File: config.mk
export PLATFORM = sky130hd
export DESIGN_NAME = gate_selftest_ctrl
export DESIGN_NICKNAME = d
export VERILOG_FILES = /design/src/rtl/gate_selftest_ctrl.sv
export SDC_FILE = /design/constraint.sdc
export NUM_CORES = 1
export LEC_CHECK = 0
export CORE_ASPECT_RATIO = 0.7
export CORE_MARGIN = 8
export CORE_UTILIZATION = 35
export CTS_CLUSTER_SIZE = 25
export DETAILED_ROUTE_END_ITERATION = 8
export GPL_TIMING_DRIVEN = 0
export SYNTH_ARGS = -nofsm -noshare
export SYNTH_HDL_FRONTEND = slang
export SYNTH_SLANG_ARGS = --single-unit
File: constraint.sdc
create_clock -name clk -period 2.1 [get_ports clk]
set_input_delay 0.315 -clock clk [delete_from_list [all_inputs] [get_ports clk]]
set_output_delay 0.315 -clock clk [all_outputs]
set_load 0.005 [all_outputs]
File: src/rtl/gate_selftest_ctrl.sv
// Self-test sequencer for a 2-input gate: applies 00,10,01,11, waits a settle time,
// samples the gate output and scores it against an expected truth table.
//
// state  | meaning
// IDLE   | waiting for start; gate inputs held at 0, results from last run held
// SETTLE | a vector is applied; cnt counts settle cycles, sample on the last one
module gate_selftest_ctrl #(
  parameter int unsigned SETTLE_CYCLES = 7,
  parameter logic [3:0]  EXPECT        = 4'b1110
) (
  input  logic       clk,
  input  logic       rst_n,
  input  logic       start,
  output logic       gate_in1,
  output logic       gate_in2,
  input  logic       gate_out1,
  output logic       busy,
  output logic       done,
  output logic       pass,
  output logic [3:0] result_vec,
  output logic [3:0] fail_mask
);

  typedef enum logic {IDLE, SETTLE} state_t;

  localparam logic [7:0] CNT_LAST = 8'(SETTLE_CYCLES - 1);

  state_t     state;
  logic [1:0] idx;
  logic [7:0] cnt;

  logic       sample;
  logic [1:0] idx_nxt;
  logic [3:0] result_upd;
  logic [3:0] mask_upd;

  // Results with the current vector folded in, so pass sees the final bit.
  always_comb begin
    sample          = (cnt == CNT_LAST);
    idx_nxt         = idx + 2'd1;
    result_upd      = result_vec;
    result_upd[idx] = gate_out1;
    mask_upd        = fail_mask;
    mask_upd[idx]   = gate_out1 ^ EXPECT[idx];
  end

  always_ff @(posedge clk) begin
    if (!rst_n) begin
      state      <= IDLE;
      idx        <= 2'd0;
      cnt        <= 8'd0;
      gate_in1   <= 1'b0;
      gate_in2   <= 1'b0;
      busy       <= 1'b0;
      done       <= 1'b0;
      pass       <= 1'b0;
      result_vec <= 4'd0;
      fail_mask  <= 4'd0;
    end else begin
      done <= 1'b0;
      case (state)
        IDLE: begin
          if (start) begin
            state      <= SETTLE;
            idx        <= 2'd0;
            cnt        <= 8'd0;
            gate_in1   <= 1'b0;
            gate_in2   <= 1'b0;
            busy       <= 1'b1;
            pass       <= 1'b0;
            result_vec <= 4'd0;
            fail_mask  <= 4'd0;
          end
        end
        SETTLE: begin
          if (sample) begin
            result_vec <= result_upd;
            fail_mask  <= mask_upd;
            cnt        <= 8'd0;
            if (idx != 2'd3) begin
              // next vector goes out on the sample edge: no gap between vectors
              idx      <= idx_nxt;
              gate_in1 <= idx_nxt[0];
              gate_in2 <= idx_nxt[1];
            end else begin
              state    <= IDLE;
              idx      <= 2'd0;
              busy     <= 1'b0;
              gate_in1 <= 1'b0;
              gate_in2 <= 1'b0;
              done     <= 1'b1;
              pass     <= (mask_upd == 4'd0);
            end
          end else begin
            cnt <= cnt + 8'd1;
          end
        end
        default: state <= IDLE;
      endcase
    end
  end

endmodule

==> results.py <==
metrics = {
    "finish": {
        "syn_to_final_growth_pct": 21.7,
        "layout-drive-gt1-share_pct": 9.59,
        "nNetsFinal": 159,
        "n_antenna_cell": 0,
        "final_area_um2": 1390,
    },
    "detailed_routing": {
        "drc": 0,
        "vias": 1017,
        "vias_per_cell": 5.53,
        "drt-pass1-iter-count": 4,
        "drt_first_iter_violations": 57,
        "wl_um": 2810,
        "antenna_left": 0,
        "wl_per_cell_um": 15.3,
    },
    "clocking": {
        "htree_levels": 1,
        "clkTransAtPathRegs_ns": 0.08,
        "clock_path_buffers": 2,
        "clk_latency_ns": 0.26,
        "cts_buffers": 3,
        "post-cts-setup-buffer-count": 0,
        "cts_root_buffer": "clkbuf_8",
        "postCtsHoldBufs": 0,
        "cts_tree": "yes",
        "numClockSinks": 22,
        "cts_resized": 0,
    },
    "logic_synthesis": {
        "ys_warn_count": 0,
        "synth-compound-area-share_pct": 17.9,
        "ys_seq_area_share_pct": 38.5,
        "synth-xor-area-share_pct": 3.06,
        "ys.flop_type": "dfxtp_1",
        "synth-adder-area-share_pct": 7.65,
        "synth_top_family_by_area": "simple AND/OR/NAND/NOR gates",
        "syn_nets": 138,
        "synth_area_leaders": "dfxtp_1, ha_1, nand2_1",
        "synth.largest_area_cell": "dfxtp_1",
        "syn_inst": 127,
        "synthArstFlopShare_pct": 0,
        "synth_edf_count": 0,
        "synth.top_cell.area_share_pct": 38.5,
        "yosys.area_share.simple_pct": 27.9,
        "syn_avg_cell_area_um2": 9.01,
        "ys_seq_elements": 22,
        "synth_mux_area_share_pct": 1.75,
        "synth.distinct_cells": 43,
        "syn-cell-area_um2": 1140,
    },
    "die": {
        "die_w_um": 84.4,
        "core_area_um2": 3150,
        "start_util_pct": 36.4,
        "die_area_um2": 5390,
        "rows": 17,
        "dieHeight_um": 63.9,
        "ioPinCount": 17,
    },
    "grt": {
        "grt_pass1_vias": 1026,
        "grt_start_max_net_pins": 12,
        "grt_pass1_wl_um": 4890,
        "gr-total-overflow": 0,
        "grt.total_usage_pct": 10.9,
        "antenna_found_initial": 0,
    },
    "setup_path": {
        "max_stage_delay_ns": 0.47,
        "crit_chain": "ha_1 -> nor4b_4 -> nand3_1 -> a31oi_1 -> nor2_1",
        "crit_buf_inv": 0,
        "cp_slowest_cell": "nor4b_4",
        "cp.arrival_ns": 1.97,
        "critPathMaxFanout": 7,
        "path_delay_family": "simple AND/OR/NAND/NOR gates",
        "worst_ep_required_time_ns": 2.24,
        "cp-start-kind": "register",
        "end_kind": "register",
        "setup.worst_path.class": "register to register",
    },
    "timing": {
        "finalSetupViolCount": 0,
        "worstMarginPinSlew_ns": 0.546,
        "drv_slew": 0,
        "rsz0062_at_grt": "no",
        "worst_slack_ns": 0.271,
        "relSlewSlack_pct": 63.5,
        "finalCritPeriodShare_pct": 87.1,
        "fmax_ghz": 0.547,
        "post-route-min-period_ns": 1.83,
        "hold_viol": 0,
        "finClkSkew_ns": 0.00176,
        "tns_ns": 0,
    },
    "pwr": {
        "leakagePower_nw": 0.504,
        "clockPowerShare_pct": 34.8,
        "p_per_area_nw_per_um2": 539,
        "internal_power_uw": 577,
        "combPwrFrac_pct": 8.3,
        "ir_worst_vdd_uv": 242,
        "total_power_uw": 751,
        "p_seq_share_pct": 57.0,
        "switching_share_pct": 23.2,
        "switchingPower_uw": 174,
    },
    "place": {
        "gp_congestion": 0.838,
        "place_worst_setup_slack_ns": 0.266,
        "port-buffer-count": 16,
        "dp_hpwl_um": 2090,
        "placed_cell_area_um2": 1350,
    },
    "job": {
        "maxCapViolations": 0,
    },
    "min_path": {
        "hp-class": "register to register",
    },
    "run_status": {
        "outcome": "finished, final reports clean",
    },
}
[tightest hold or removal path: cells and delay by family, from the launching register on]
kind / cells / cell delay (ns)
multiplexers: 1 / 0.05
AND/OR/NAND/NOR: 1 / 0.05
flip-flops: 1 / 0.31
[cell usage after synthesis (2+ instances only)]
master    number
dfxtp_1       22
ha_1           7
o22ai_1        3
a21oi_1        6
nand3_1        9
o32ai_1        2
o21ai_0        5
nand2b_1       3
nor3b_1        2
clkbuf_1       3
nor2_1         5
a31oi_1        3
o21a_1         2
mux2i_1        2
xor2_1         3
inv_1          7
nand2_1       15
nor2b_1        2
or3b_2         2
[path summary, 6_finish.rpt]
check / slack (ns) / cells past startpoint / start / to
setup / recovery: 0.27 / 5 / cnt[1] / fail_mask[3]
hold / removal: 0.46 / 2 / pass / pass
setup reg to reg: 0.27 / 5 / cnt[1] / fail_mask[3]
hold reg to reg: 0.46 / 2 / pass / pass
[kinds of logic after synthesis]
| logic type | Yosys count |
|---|---|
| and+or+nand+nor | 52 |
| AOI/OAI and AO/OA | 30 |
| DFF | 22 |
| buffers and inverters | 10 |
| adders and majority gates | 7 |
| xor gates and xnor gates | 4 |
| muxes | 2 |
[per-layer routing]
layer  global-route usage, %  part of all wire (%)  vias up
met5                       0                     0        -
met4                    3.09                  0.71        0
met3                    5.23                   6.7        4
met2                    16.8                    43       18
met1                    13.2                    49      488
li1                        -                     -      507
[per-stage QoR]
step,cells,util [%],hold slack (ns)
6_report,184,44.3,0.463
5_1_grt,184,44.3,0.491
4_1_cts,184,44.3,0.466
3_5_place_dp,181,43.0,0.455
3_3_place_gp,181,43.0,0.443
2_1_floorplan,127,-,0.451
[power by group through the flow]
stage          combinational [mW]  sequential [mW]  clock, mW
3_5_place_dp               0.0622            0.438          0
2_1_floorplan              0.0372            0.436          0
6_report                   0.0620            0.428      0.261
4_1_cts                    0.0627            0.428      0.269
3_3_place_gp               0.0605            0.437          0
5_1_grt                    0.0688            0.428      0.280
[cell type report]
type                       instances  area, um^2
timing repair buffer              16         160
inverter                           7        26.3
fill                             320        1750
sequential                        22         440
clock buffer                       3        41.3
multi-input combinational         95         667
buffer                             3        11.3
tap                               38        47.5
[flip-flops by register name, summed over array words and instances, names as in the netlist]
name	count
busy	1
idx	2
result_vec	4
cnt	8
state	1
done	1
pass	1
fail_mask	4
[cells in the final DEF (no fill, tap or decap), types with 3 or more instances in the layout]
| cell type | synthesis | routed |
|---|---|---|
| nand2_1 | 15 | 15 |
| nor2_1 | 5 | 5 |
| dfxtp_1 | 22 | 22 |
| inv_1 | 7 | 7 |
| clkdlybuf4s50_1 | 0 | 16 |
| nand3_1 | 9 | 9 |
| ha_1 | 7 | 7 |
| clkbuf_1 | 3 | 3 |
| xor2_1 | 3 | 3 |
| o21ai_0 | 5 | 5 |
| o22ai_1 | 3 | 3 |
| clkbuf_8 | 0 | 3 |
| a31oi_1 | 3 | 3 |
| nand2b_1 | 3 | 3 |
| a21oi_1 | 6 | 6 |
(Power assumes the default switching activity.)
